==> src/rtl/wm_phase_timer_if.sv <==
// -----------------------------------------------------------------------------
// wm_phase_timer_if
// Signal bundle between the washing-machine controller side and the phase
// timer.
//
// Handshake semantics: there is no valid/ready pair. A request is a level
// change on 'start'. The timer accepts a cycle only on a rising edge of
// 'start' seen while it is idle and 'stop' is low. 'stop' is a level abort
// request that acts on the next clock edge. Every timer_* code is a
// registered level that holds until the next phase change. The controller's
// phase flags are sampled levels.
//
// Modports:
//   master : controller/user side. Drives start, select, stop and the phase
//            flags, and observes the timer outputs.
//   slave  : the phase timer itself.
//
// Parameters:
//   CNT_W  : width of the remain counter.
// -----------------------------------------------------------------------------
interface wm_phase_timer_if #(
  parameter int CNT_W = 16
);
  // user / shared control
  logic             start;
  logic             select;
  logic             stop;

  // controller phase flags (acknowledge inputs)
  logic             soak_low;
  logic             soak_high;
  logic             wash_low;
  logic             wash_high;
  logic             drain;
  logic             rinse;
  logic             spin;
  logic             idle;

  // timer codes to the controller
  logic             timer_soak_low;
  logic             timer_soak_high;
  logic             timer_wash_low;
  logic             timer_wash_high;
  logic             timer_drain;
  logic             timer_rinse;
  logic             timer_spin;

  // status
  logic [2:0]       phase;
  logic [CNT_W-1:0] remain;
  logic             busy;
  logic             cycle_done;
  logic             ack_err;

  modport master (
    output start, select, stop,
    output soak_low, soak_high, wash_low, wash_high, drain, rinse, spin, idle,
    input  timer_soak_low, timer_soak_high, timer_wash_low, timer_wash_high,
    input  timer_drain, timer_rinse, timer_spin,
    input  phase, remain, busy, cycle_done, ack_err
  );

  modport slave (
    input  start, select, stop,
    input  soak_low, soak_high, wash_low, wash_high, drain, rinse, spin, idle,
    output timer_soak_low, timer_soak_high, timer_wash_low, timer_wash_high,
    output timer_drain, timer_rinse, timer_spin,
    output phase, remain, busy, cycle_done, ack_err
  );
endinterface

==> src/rtl/wm_phase_timer.sv <==
// -----------------------------------------------------------------------------
// wm_phase_timer
// Phase-duration timer and sequencer for the washing-machine controller.
// It walks IDLE -> SOAK -> WASH -> DRAIN -> RINSE -> SPIN -> IDLE, counts a
// programmable number of clk cycles per phase and issues the registered
// timer code the controller needs to advance to the next phase.
//
// Ports:
//   clk : clock
//   rst : asynchronous, active-low reset
//   bus : wm_phase_timer_if.slave
//         in  start, select, stop, soak_low..idle (controller phase flags)
//         out timer_soak_low..timer_spin, phase, remain, busy,
//             cycle_done, ack_err
//
// Optional build macro:
//   WM_ACK_CHECK_EN : when defined, every issued code arms an acknowledge
//                     counter. ack_err becomes sticky if the controller does
//                     not raise the matching phase flag within ACK_TIMEOUT
//                     cycles. When undefined, ack_err is tied to 0.
//
// Observability: 'phase' is the FSM state register itself, exported as-is.
// -----------------------------------------------------------------------------
module wm_phase_timer #(
  parameter int          CNT_W       = 16,
  parameter int unsigned T_SOAK_LOW  = 8,
  parameter int unsigned T_SOAK_HIGH = 12,
  parameter int unsigned T_WASH_LOW  = 10,
  parameter int unsigned T_WASH_HIGH = 16,
  parameter int unsigned T_DRAIN     = 6,
  parameter int unsigned T_RINSE     = 8,
  parameter int unsigned T_SPIN      = 10,
  parameter int unsigned ACK_TIMEOUT = 4
) (
  input  logic               clk,
  input  logic               rst,
  wm_phase_timer_if.slave    bus
);

  // ---------------------------------------------------------------------------
  // FSM state encoding (also the value presented on 'phase')
  // ---------------------------------------------------------------------------
  localparam logic [2:0] PH_IDLE  = 3'd0;
  localparam logic [2:0] PH_SOAK  = 3'd1;
  localparam logic [2:0] PH_WASH  = 3'd2;
  localparam logic [2:0] PH_DRAIN = 3'd3;
  localparam logic [2:0] PH_RINSE = 3'd4;
  localparam logic [2:0] PH_SPIN  = 3'd5;

  // Timer code bit positions inside code_q
  localparam logic [6:0] C_NONE      = 7'b000_0000;
  localparam logic [6:0] C_SOAK_LOW  = 7'b000_0001;
  localparam logic [6:0] C_SOAK_HIGH = 7'b000_0010;
  localparam logic [6:0] C_WASH_LOW  = 7'b000_0100;
  localparam logic [6:0] C_WASH_HIGH = 7'b000_1000;
  localparam logic [6:0] C_DRAIN     = 7'b001_0000;
  localparam logic [6:0] C_RINSE     = 7'b010_0000;
  localparam logic [6:0] C_SPIN      = 7'b100_0000;

  // A duration of N issues the next code N cycles after this one, so the
  // counter is loaded with N-1 and the phase expires when it reads 0.
  // N = 0 behaves as N = 1.
  function automatic logic [CNT_W-1:0] load_of(input int unsigned n);
    if (n == 0) return '0;
    return CNT_W'(n - 1);
  endfunction

  localparam logic [CNT_W-1:0] L_SOAK_LOW  = load_of(T_SOAK_LOW);
  localparam logic [CNT_W-1:0] L_SOAK_HIGH = load_of(T_SOAK_HIGH);
  localparam logic [CNT_W-1:0] L_WASH_LOW  = load_of(T_WASH_LOW);
  localparam logic [CNT_W-1:0] L_WASH_HIGH = load_of(T_WASH_HIGH);
  localparam logic [CNT_W-1:0] L_DRAIN     = load_of(T_DRAIN);
  localparam logic [CNT_W-1:0] L_RINSE     = load_of(T_RINSE);
  localparam logic [CNT_W-1:0] L_SPIN      = load_of(T_SPIN);

  // ---------------------------------------------------------------------------
  // State
  // ---------------------------------------------------------------------------
  logic             start_q;
  logic             sel;
  logic [2:0]       phase_q;
  logic [CNT_W-1:0] remain_q;
  logic [6:0]       code_q;
  logic             done_q;

  logic             sel_n;
  logic [2:0]       phase_n;
  logic [CNT_W-1:0] remain_n;
  logic [6:0]       code_n;
  logic             done_n;

  logic             start_edge;
  logic             in_cycle;
  logic             expire;
  logic             abort;
  logic             issue;

  assign start_edge = bus.start & ~start_q;
  assign in_cycle   = (phase_q != PH_IDLE);
  assign expire     = in_cycle && (remain_q == '0);
  // stop beats both expiry and a start edge; in IDLE it only blocks a start.
  assign abort      = bus.stop & in_cycle;
  assign issue      = ~bus.stop & ((~in_cycle & start_edge) | expire);

  always_comb begin
    sel_n    = sel;
    phase_n  = phase_q;
    remain_n = remain_q;
    code_n   = code_q;
    done_n   = 1'b0;

    if (abort) begin
      phase_n  = PH_IDLE;
      remain_n = '0;
      code_n   = C_NONE;
    end else if (issue) begin
      case (phase_q)
        PH_IDLE: begin
          // select is captured only here; later changes are ignored.
          sel_n    = bus.select;
          phase_n  = PH_SOAK;
          remain_n = bus.select ? L_SOAK_HIGH : L_SOAK_LOW;
          code_n   = bus.select ? C_SOAK_HIGH : C_SOAK_LOW;
        end
        PH_SOAK: begin
          phase_n  = PH_WASH;
          remain_n = sel ? L_WASH_HIGH : L_WASH_LOW;
          code_n   = sel ? C_WASH_HIGH : C_WASH_LOW;
        end
        PH_WASH: begin
          phase_n  = PH_DRAIN;
          remain_n = L_DRAIN;
          code_n   = C_DRAIN;
        end
        PH_DRAIN: begin
          phase_n  = PH_RINSE;
          remain_n = L_RINSE;
          code_n   = C_DRAIN | C_RINSE;
        end
        PH_RINSE: begin
          phase_n  = PH_SPIN;
          remain_n = L_SPIN;
          code_n   = C_DRAIN | C_SPIN;
        end
        PH_SPIN: begin
          phase_n  = PH_IDLE;
          remain_n = '0;
          code_n   = C_NONE;
          done_n   = 1'b1;
        end
        default: begin
          // Unused encodings fall back to IDLE quietly.
          phase_n  = PH_IDLE;
          remain_n = '0;
          code_n   = C_NONE;
        end
      endcase
    end else if (in_cycle) begin
      // Not expired, so remain_q is non-zero here and cannot underflow.
      remain_n = remain_q - CNT_W'(1);
    end
  end

  always_ff @(posedge clk or negedge rst) begin
    if (!rst) begin
      start_q  <= 1'b0;
      sel      <= 1'b0;
      phase_q  <= PH_IDLE;
      remain_q <= '0;
      code_q   <= C_NONE;
      done_q   <= 1'b0;
    end else begin
      start_q  <= bus.start;
      sel      <= sel_n;
      phase_q  <= phase_n;
      remain_q <= remain_n;
      code_q   <= code_n;
      done_q   <= done_n;
    end
  end

  assign bus.timer_soak_low  = code_q[0];
  assign bus.timer_soak_high = code_q[1];
  assign bus.timer_wash_low  = code_q[2];
  assign bus.timer_wash_high = code_q[3];
  assign bus.timer_drain     = code_q[4];
  assign bus.timer_rinse     = code_q[5];
  assign bus.timer_spin      = code_q[6];
  assign bus.phase           = phase_q;
  assign bus.remain          = remain_q;
  assign bus.busy            = in_cycle;
  assign bus.cycle_done      = done_q;

  // ---------------------------------------------------------------------------
  // Optional acknowledge checker
  // ---------------------------------------------------------------------------
`ifdef WM_ACK_CHECK_EN
  // Identifiers for the controller flag expected after each issued code.
  localparam logic [2:0] F_IDLE      = 3'd0;
  localparam logic [2:0] F_SOAK_LOW  = 3'd1;
  localparam logic [2:0] F_SOAK_HIGH = 3'd2;
  localparam logic [2:0] F_WASH_LOW  = 3'd3;
  localparam logic [2:0] F_WASH_HIGH = 3'd4;
  localparam logic [2:0] F_DRAIN     = 3'd5;
  localparam logic [2:0] F_RINSE     = 3'd6;
  localparam logic [2:0] F_SPIN      = 3'd7;

  localparam int ACK_W = (ACK_TIMEOUT < 2) ? 1 : $clog2(ACK_TIMEOUT + 1);

  logic             ack_armed;
  logic [ACK_W-1:0] ack_cnt;
  logic [2:0]       ack_exp;
  logic             ack_err_q;
  logic [2:0]       exp_n;
  logic             flag_seen;

  // Flag the controller should raise once it has acted on the code that is
  // being issued from the current phase.
  always_comb begin
    exp_n = F_IDLE;
    case (phase_q)
      PH_IDLE:  exp_n = bus.select ? F_SOAK_HIGH : F_SOAK_LOW;
      PH_SOAK:  exp_n = sel ? F_WASH_HIGH : F_WASH_LOW;
      PH_WASH:  exp_n = F_DRAIN;
      PH_DRAIN: exp_n = F_RINSE;
      PH_RINSE: exp_n = F_SPIN;
      default:  exp_n = F_IDLE;
    endcase
  end

  always_comb begin
    flag_seen = 1'b0;
    case (ack_exp)
      F_IDLE:      flag_seen = bus.idle;
      F_SOAK_LOW:  flag_seen = bus.soak_low;
      F_SOAK_HIGH: flag_seen = bus.soak_high;
      F_WASH_LOW:  flag_seen = bus.wash_low;
      F_WASH_HIGH: flag_seen = bus.wash_high;
      F_DRAIN:     flag_seen = bus.drain;
      F_RINSE:     flag_seen = bus.rinse;
      F_SPIN:      flag_seen = bus.spin;
      default:     flag_seen = 1'b0;
    endcase
  end

  // A new issue re-arms and supersedes any check still pending from the
  // previous code. The check starts the cycle after the issue, so a flag
  // present on the issuing edge itself is not taken as an acknowledge.
  always_ff @(posedge clk or negedge rst) begin
    if (!rst) begin
      ack_armed <= 1'b0;
      ack_cnt   <= '0;
      ack_exp   <= F_IDLE;
      ack_err_q <= 1'b0;
    end else if (bus.stop) begin
      ack_armed <= 1'b0;
    end else if (issue) begin
      ack_armed <= 1'b1;
      ack_cnt   <= ACK_W'(ACK_TIMEOUT);
      ack_exp   <= exp_n;
      // An accepted start edge clears the sticky error.
      if (!in_cycle) ack_err_q <= 1'b0;
    end else if (ack_armed) begin
      if (flag_seen) begin
        ack_armed <= 1'b0;
      end else if (ack_cnt <= ACK_W'(1)) begin
        ack_armed <= 1'b0;
        ack_err_q <= 1'b1;
      end else begin
        ack_cnt <= ack_cnt - ACK_W'(1);
      end
    end
  end

  assign bus.ack_err = ack_err_q;
`else
  localparam int unsigned unused_ack_timeout = ACK_TIMEOUT;
  logic unused_flags;
  assign unused_flags = ^{bus.soak_low, bus.soak_high, bus.wash_low,
                          bus.wash_high, bus.drain, bus.rinse, bus.spin,
                          bus.idle};
  assign bus.ack_err  = 1'b0;
`endif

endmodule
==> src/flat_wrapper.sv <==
// flat-port wrapper written by rule: the top's interface ports become plain ports
module wm_phase_timer_flat 
#(
  parameter int          CNT_W       = 16,
  parameter int unsigned T_SOAK_LOW  = 8,
  parameter int unsigned T_SOAK_HIGH = 12,
  parameter int unsigned T_WASH_LOW  = 10,
  parameter int unsigned T_WASH_HIGH = 16,
  parameter int unsigned T_DRAIN     = 6,
  parameter int unsigned T_RINSE     = 8,
  parameter int unsigned T_SPIN      = 10,
  parameter int unsigned ACK_TIMEOUT = 4
)
  (clk, rst, bus_start, bus_select, bus_stop, bus_soak_low, bus_soak_high, bus_wash_low, bus_wash_high, bus_drain, bus_rinse, bus_spin, bus_idle, bus_timer_soak_low, bus_timer_soak_high, bus_timer_wash_low, bus_timer_wash_high, bus_timer_drain, bus_timer_rinse, bus_timer_spin, bus_phase, bus_remain, bus_busy, bus_cycle_done, bus_ack_err);
  wm_phase_timer_if #(.CNT_W(CNT_W)) bus_i ();
  input  logic clk;
  input  logic rst;
  input wire logic [$bits(bus_i.start)-1:0] bus_start;
  input wire logic [$bits(bus_i.select)-1:0] bus_select;
  input wire logic [$bits(bus_i.stop)-1:0] bus_stop;
  input wire logic [$bits(bus_i.soak_low)-1:0] bus_soak_low;
  input wire logic [$bits(bus_i.soak_high)-1:0] bus_soak_high;
  input wire logic [$bits(bus_i.wash_low)-1:0] bus_wash_low;
  input wire logic [$bits(bus_i.wash_high)-1:0] bus_wash_high;
  input wire logic [$bits(bus_i.drain)-1:0] bus_drain;
  input wire logic [$bits(bus_i.rinse)-1:0] bus_rinse;
  input wire logic [$bits(bus_i.spin)-1:0] bus_spin;
  input wire logic [$bits(bus_i.idle)-1:0] bus_idle;
  output wire logic [$bits(bus_i.timer_soak_low)-1:0] bus_timer_soak_low;
  output wire logic [$bits(bus_i.timer_soak_high)-1:0] bus_timer_soak_high;
  output wire logic [$bits(bus_i.timer_wash_low)-1:0] bus_timer_wash_low;
  output wire logic [$bits(bus_i.timer_wash_high)-1:0] bus_timer_wash_high;
  output wire logic [$bits(bus_i.timer_drain)-1:0] bus_timer_drain;
  output wire logic [$bits(bus_i.timer_rinse)-1:0] bus_timer_rinse;
  output wire logic [$bits(bus_i.timer_spin)-1:0] bus_timer_spin;
  output wire logic [$bits(bus_i.phase)-1:0] bus_phase;
  output wire logic [$bits(bus_i.remain)-1:0] bus_remain;
  output wire logic [$bits(bus_i.busy)-1:0] bus_busy;
  output wire logic [$bits(bus_i.cycle_done)-1:0] bus_cycle_done;
  output wire logic [$bits(bus_i.ack_err)-1:0] bus_ack_err;
  assign bus_i.start = bus_start;
  assign bus_i.select = bus_select;
  assign bus_i.stop = bus_stop;
  assign bus_i.soak_low = bus_soak_low;
  assign bus_i.soak_high = bus_soak_high;
  assign bus_i.wash_low = bus_wash_low;
  assign bus_i.wash_high = bus_wash_high;
  assign bus_i.drain = bus_drain;
  assign bus_i.rinse = bus_rinse;
  assign bus_i.spin = bus_spin;
  assign bus_i.idle = bus_idle;
  assign bus_timer_soak_low = bus_i.timer_soak_low;
  assign bus_timer_soak_high = bus_i.timer_soak_high;
  assign bus_timer_wash_low = bus_i.timer_wash_low;
  assign bus_timer_wash_high = bus_i.timer_wash_high;
  assign bus_timer_drain = bus_i.timer_drain;
  assign bus_timer_rinse = bus_i.timer_rinse;
  assign bus_timer_spin = bus_i.timer_spin;
  assign bus_phase = bus_i.phase;
  assign bus_remain = bus_i.remain;
  assign bus_busy = bus_i.busy;
  assign bus_cycle_done = bus_i.cycle_done;
  assign bus_ack_err = bus_i.ack_err;
  wm_phase_timer #(.CNT_W(CNT_W), .T_SOAK_LOW(T_SOAK_LOW), .T_SOAK_HIGH(T_SOAK_HIGH), .T_WASH_LOW(T_WASH_LOW), .T_WASH_HIGH(T_WASH_HIGH), .T_DRAIN(T_DRAIN), .T_RINSE(T_RINSE), .T_SPIN(T_SPIN), .ACK_TIMEOUT(ACK_TIMEOUT)) u_core (.clk(clk), .rst(rst), .bus(bus_i));
endmodule
==> config.mk <==
export PLATFORM = sky130hd
export DESIGN_NAME = wm_phase_timer_flat
export DESIGN_NICKNAME = d
export VERILOG_FILES = /design/src/rtl/wm_phase_timer_if.sv /design/src/rtl/wm_phase_timer.sv /design/src/flat_wrapper.sv
export SDC_FILE = /design/constraint.sdc
export NUM_CORES = 1
export LEC_CHECK = 0
export BUFFER_PORTS_ARGS = -buffer_cell sky130_fd_sc_hd__buf_2
export CAP_MARGIN = 5
export CORE_MARGIN = 10
export CORE_UTILIZATION = 45
export CTS_BUF_LIST = sky130_fd_sc_hd__clkbuf_8
export DETAILED_ROUTE_END_ITERATION = 6
export PLACE_DENSITY_LB_ADDON = 0.25
export SYNTH_ARGS = -nofsm -noshare
export SYNTH_HDL_FRONTEND = slang
export SYNTH_SLANG_ARGS = --single-unit
==> constraint.sdc <==
create_clock -name clk -period 4.98 [get_ports clk]
set_input_delay 0 -clock clk [delete_from_list [all_inputs] [get_ports clk]]
set_output_delay 0 -clock clk [all_outputs]
set_load 0.01 [all_outputs]
==> results_dict.tcl, run 1 <==
set metrics [dict create \
    root_buffer "clkbuf_8" \
    path_class "flip-flop to flip-flop" \
    crit_path_start_kind "flip-flop" \
    critPathMaxFanout 17 \
    intPower_mw 0.694 \
    cts-htree-levels 2 \
    wl_um 4190 \
    swShare_pct 47.8 \
    cts_setup_buffers 0 \
    drt.antenna.violating_nets 0 \
    switchingPower_mw 0.635 \
    slowest_stage "nor3_2" \
    grt_first_pass_wirelength_um 7190 \
    wl_per_cell_um 16.2 \
    endpoint_kind "flip-flop" \
    synth_ff_type "dfrtp_1" \
    setup_viol 0 \
    startpoint "u_core.bus.phase[2]$_DFFE_PN0P_" \
    arrival_ps 3130 \
    cp_num_buf_inv 1 \
    hold_depth 2 \
    status "finished clean" \
    yosys_warnings 0 \
    fmax_ghz 0.342 \
    vias_per_cell 5.82 \
    relSlewSlack_pct 38.1 \
    rrSetupSlack_ps 2050 \
    place_congestion 0.864 \
    clkSinkCount 29 \
    cts_hold_buf 3 \
    clock_latency_ps 290 \
    worstPathRequired_ps 5180 \
    synth-seq-cells 29 \
    areaGrowthSynthToFinish_pct 16.3 \
    nFillCells 323 \
    crit_chain "nor3_2, inv_2, nor2_1, a21oi_2, o22ai_1" \
    syn_area_um2 1710 \
    skew_ps 10.5 \
    max_stage_delay_ps 840 \
    remaining_drc_errors 0 \
    core-area_um2 3660 \
    max_cap_violations 0 \
    muxShareOfSynthArea_pct 2.34 \
    dp_cells 248 \
    grtUsageTotal_pct 13.5 \
    rsz0062_at_grt "no" \
    pwr-share-clk_pct 14.6 \
    cts_tree "yes" \
    clk_pin_slew_ps 60 \
    vias 1502 \
    min_path_type "input pin to flip-flop" \
    cts_resized 0 \
    p_seq_share_pct 33.2 \
    reg2reg_depth 5 \
    syn_avg_cell_area_um2 9.50 \
    drive_gt1_share_pct 23.3 \
    n_antenna_cell 0 \
    die_w_um 81.6 \
    first_global_vias 1442 \
    ys_types 52 \
    drt_iter0_markers 190 \
    grt_overflow_total 0 \
    drtPass1Iterations 4 \
    cts_buffers 5 \
    num_rows 22 \
    synth_top_family_by_area "simple AND/OR/NAND/NOR gates" \
    portBuffers 32 \
    synthArstFlopShare_pct 100 \
    worst_pin_slew_ps 923 \
    hp-start "bus_stop" \
    num_io_pins 42 \
    hold_end "u_core.bus.phase[1]$_DFFE_PN0P_" \
    vdd_drop_max_v 0.000279 \
    synthXorXnorAreaFrac_pct 3.59 \
    die_y_um 81.6 \
    postSynthCellCount 180 \
    clockBufferDepth 2 \
    antenna_found_initial 0 \
    fin_setup_tns_ps 0 \
    finalHoldViolations 0 \
    synth_nets 194 \
    synth_edf_count 0 \
    synth_compound_area_share_pct 18.3 \
    fin_crit_sh_pct 58.8 \
    fin_cells 258 \
    power_density_nw_per_um2 668 \
    grt_max_degree 30 \
    synth-adder-area-share_pct 0.732 \
    die-area_um2 6660 \
    finalNetCount 224 \
    yosysSeqAreaShare_pct 42.5 \
    crit_family "simple AND/OR/NAND/NOR gates" \
    dp_hpwl_um 3080 \
    regToRegStartpoint "u_core.bus.phase[2]$_DFFE_PN0P_" \
    finalCriticalPeriod_ps 2930 \
    p_comb_share_pct 52.2 \
    r2r-end "u_core.code_q[4]$_DFFE_PN0P_" \
    leakage_nw 0.905 \
    start_util_pct 46.7 \
    synth-simple-area-share_pct 26.1 \
    drv_slew 0 \
]
## Yosys cell counts (5+ instances only)
| cell type | instances | share of area (%) |
|---|---|---|
| dfrtp_1 | 29 | 42 |
| nor3_1 | 5 | 1.5 |
| clkbuf_1 | 6 | 1.3 |
| inv_1 | 12 | 2.6 |
| or4_1 | 7 | 3.1 |
| nand4_1 | 6 | 2.2 |
| nor2_1 | 18 | 4.0 |
| a21oi_1 | 11 | 3.2 |
## kinds of logic after synthesis
logic type / count (synthesis)
XOR/XNOR: 7
other: 1
AO/OA/AOI/OAI: 43
buffers and inverters: 25
adder cells (fa/ha/maj): 1
flip-flops: 29
multiplexers: 4
AND/OR/NAND/NOR: 70
## layout make-up
class	instances	area [µm²]	share of cell area, %
multi-input cells	126	877	44.1
flip-flops and latches	29	726	36.5
repair buffers	35	190	9.57
clock buffers	6	82.6	4.15
well taps	48	60.1	3.02
inverters	13	48.8	2.45
clock inverters	1	3.75	0.189
## state kept, by name (all words and copies together), names as in the netlist
| name | cells |
|---|---|
| u_core.bus.phase | 3 |
| u_core.bus.cycle_done | 1 |
| u_core.start_q | 1 |
| u_core.sel | 1 |
| u_core.bus.remain | 16 |
| u_core.code_q | 7 |
## through the flow
step,power (mW),cell area [µm²],worst slack (ps),hold WS (ps),utilization (%)
after global placement,1.12,1870,2130,52.4,51.1
after floorplan,0.940,1710,3010,-296,-
final,1.33,1990,2050,167,54.3
after global routing,1.44,1990,1820,197,54.3
after detailed placement,1.14,1870,2120,65.3,51.1
after CTS,1.34,1990,2100,160,54.3
## metal layers
| metal | wire [µm] | track usage, % |
|---|---|---|
| met1 | 1890 | 16.4 |
| met2 | 1970 | 21.7 |
| met3 | 287 | 5.35 |
| met4 | 34 | 3.57 |
| met5 | 0 | 0 |
## power groups by stage
stage	Combinational (mW)	Clock (mW)	Sequential [mW]
after floorplan	0.498	0	0.442
after global placement	0.681	0	0.438
after CTS	0.698	0.197	0.441
final	0.693	0.194	0.441
after detailed placement	0.693	0	0.445
after global routing	0.780	0.205	0.459
## how the worst max path moves through the flow
stage | end | slack (ps) | depth (start not counted)
finish | u_core.code_q[4]$_DFFE_PN0P_ | 2050 | 5
global route | u_core.code_q[4]$_DFFE_PN0P_ | 1820 | 5
CTS | u_core.code_q[4]$_DFFE_PN0P_ | 2100 | 5
detailed placement | u_core.code_q[4]$_DFFE_PN0P_ | 2120 | 5
global placement | u_core.code_q[4]$_DFFE_PN0P_ | 2130 | 5
floorplan | u_core.code_q[5]$_DFFE_PN0P_ | 3010 | 7
## cell usage in the layout, fill, tap and decap left out, types with 5 or more instances in the layout
| master | Yosys | final |
|---|---|---|
| nand4_1 | 6 | 6 |
| dfrtp_1 | 29 | 29 |
| a21oi_1 | 11 | 11 |
| inv_1 | 12 | 13 |
| buf_2 | 4 | 32 |
| nor2_1 | 18 | 18 |
| nor3_1 | 5 | 5 |
| clkbuf_8 | 0 | 6 |
| or4_1 | 7 | 7 |
(Power assumes the default switching activity.)
==> run 2: changes to the inputs <==
==> constraint.sdc (replaced) <==
create_clock -name clk -period 2.55 [get_ports clk]
set_input_delay 0 -clock clk [delete_from_list [all_inputs] [get_ports clk]]
set_output_delay 0 -clock clk [all_outputs]
set_load 0.01 [all_outputs]
==> results_dict.tcl, run 2 (synthesis gave the netlist of run 1 again) <==
set metrics [dict create \
    areaGrowthSynthToFinish_pct 19.0 \
    cts_buffers 5 \
    first_global_vias 1543 \
    core-area_um2 3660 \
    wl_per_cell_um 16.2 \
    num_io_pins 42 \
    switchingPower_mw 1.26 \
    die-area_um2 6660 \
    rsz0062_at_grt "no" \
    final_cell_area_um2 2030 \
    setup_viol 0 \
    hold_depth 3 \
    root_buffer "clkbuf_8" \
    hold_end "u_core.code_q[6]$_DFFE_PN0P_" \
    hp-start "bus_stop" \
    path_class "flip-flop to flip-flop" \
    regToRegStartpoint "u_core.bus.remain[1]$_DFFE_PN0P_" \
    reg2reg_depth 6 \
    fin_crit_sh_pct 83.8 \
    worstPathRequired_ps 2710 \
    drt.antenna.violating_nets 0 \
    arrival_ps 2300 \
    drv_slew 0 \
    vias 1523 \
    grt_overflow_total 0 \
    wl_um 4290 \
    r2r-end "u_core.code_q[5]$_DFFE_PN0P_" \
    skew_ps 6.56 \
    n_antenna_cell 0 \
    swShare_pct 47.0 \
    power_density_nw_per_um2 1320 \
    grtUsageTotal_pct 14.1 \
    vias_per_cell 5.77 \
    place_congestion 0.884 \
    antenna_found_initial 0 \
    grt_first_pass_wirelength_um 7470 \
    vdd_drop_max_v 0.000513 \
    finalCriticalPeriod_ps 2140 \
    post-route-util_pct 55.5 \
    drt_iter0_markers 102 \
    relSlewSlack_pct 56.4 \
    num_rows 22 \
    clock_latency_ps 280 \
    crit_path_start_kind "flip-flop" \
    cts_tree "yes" \
    rrSetupSlack_ps 410 \
    max_cap_violations 0 \
    drive_gt1_share_pct 25.5 \
    p_comb_share_pct 54.3 \
    grt_max_degree 30 \
    clk_pin_slew_ps 60 \
    largest_reg_flops 16 \
    intPower_mw 1.42 \
    layout_commonest_cell "buf_2" \
    worst_pin_slew_ps 653 \
    placed_area_um2 1920 \
    critPathMaxFanout 8 \
    endpoint_kind "flip-flop" \
    die_y_um 81.6 \
    clkSinkCount 29 \
    drtPass1Iterations 4 \
    finalHoldViolations 0 \
    portBuffers 32 \
    start_util_pct 46.7 \
    die_w_um 81.6 \
    leakage_nw 0.934 \
    status "finished clean" \
    min_path_type "input pin to flip-flop" \
    remaining_drc_errors 0 \
    clockBufferDepth 2 \
    finalNetCount 230 \
    layout_common_cells "32 x buf_2, 29 x dfrtp_1, 18 x nor2_1, 13 x inv_1, 11 x a21oi_1" \
    fmax_ghz 0.468 \
    fin_setup_tns_ps 0 \
    pwr-share-clk_pct 13.9 \
    dp_hpwl_um 3240 \
    cts-htree-levels 2 \
    p_seq_share_pct 31.8 \
]
## run 2: changes by cell type in the layout (fill, tap and decap cells not counted), sizes merged
cell	delta
buf	+6
## run 2: power by group through the flow
| stage | clock, mW | combinational, mW | sequential, mW |
|---|---|---|---|
| final | 0.372 | 1.45 | 0.851 |
| after CTS | 0.382 | 1.46 | 0.851 |
| after global routing | 0.404 | 1.62 | 0.890 |
| after global placement | 0 | 1.42 | 0.841 |
| after floorplan | 0 | 0.973 | 0.863 |
| after detailed placement | 0 | 1.45 | 0.856 |
## run 2: final cells by class
cell class / instances / area [µm²]
Tap cell: 48 / 60.1
Clock inverter: 1 / 3.75
Sequential cell: 29 / 726
Inverter: 13 / 48.8
Fill cell: 348 / 1630
Clock buffer: 6 / 82.6
Multi-Input combinational cell: 126 / 877
Timing Repair Buffer: 41 / 235
## run 2: metrics by stage
stage / instances / total power [mW] / setup slack [ps] / hold slack (ps)
after floorplan: 180 / 1.84 / 579 / -296
after global placement: 254 / 2.27 / 483 / 48.2
after detailed placement: 254 / 2.30 / 447 / 67.0
after CTS: 264 / 2.69 / 437 / 164
after global routing: 264 / 2.91 / 221 / 193
final: 264 / 2.68 / 413 / 178
## run 2: worst max-delay path: stages (launching register included)
cell and delay [ps]:
dfrtp_1 420, inv_1 70, ha_1 230, nor4b_1 330, and4_1 420, a211oi_1 180
a221o_1 360
## run 2: timing repair
| item | in CTS | in global routing |
|---|---|---|
| resized for setup | 0 | 0 |
| hold buffers | 3 | 0 |
| endpoints found under the hold margin | 31 | 0 |
| buffers inserted | 0 | 0 |
## run 2: metal layers
layer | routed length [µm] | GRT usage [%] | vias up
met2 | 2000 | 22.8 | 32
met4 | 54 | 4.93 | 0
met1 | 1990 | 17.3 | 741
met5 | 0 | 0 | -
met3 | 243 | 4.37 | 6
li1 | - | - | 744
## run 2: worst max path at each step
| stage | to | from | depth (start not counted) |
|---|---|---|---|
| final | u_core.code_q[5]$_DFFE_PN0P_ | u_core.bus.remain[1]$_DFFE_PN0P_ | 6 |
| after global routing | u_core.code_q[5]$_DFFE_PN0P_ | u_core.bus.remain[1]$_DFFE_PN0P_ | 6 |
| after CTS | u_core.code_q[5]$_DFFE_PN0P_ | u_core.bus.remain[1]$_DFFE_PN0P_ | 6 |
| after detailed placement | u_core.code_q[5]$_DFFE_PN0P_ | u_core.bus.remain[1]$_DFFE_PN0P_ | 6 |
| after global placement | u_core.code_q[5]$_DFFE_PN0P_ | u_core.bus.remain[1]$_DFFE_PN0P_ | 6 |
| after floorplan | u_core.code_q[5]$_DFFE_PN0P_ | u_core.bus.remain[0]$_DFFE_PN0P_ | 7 |
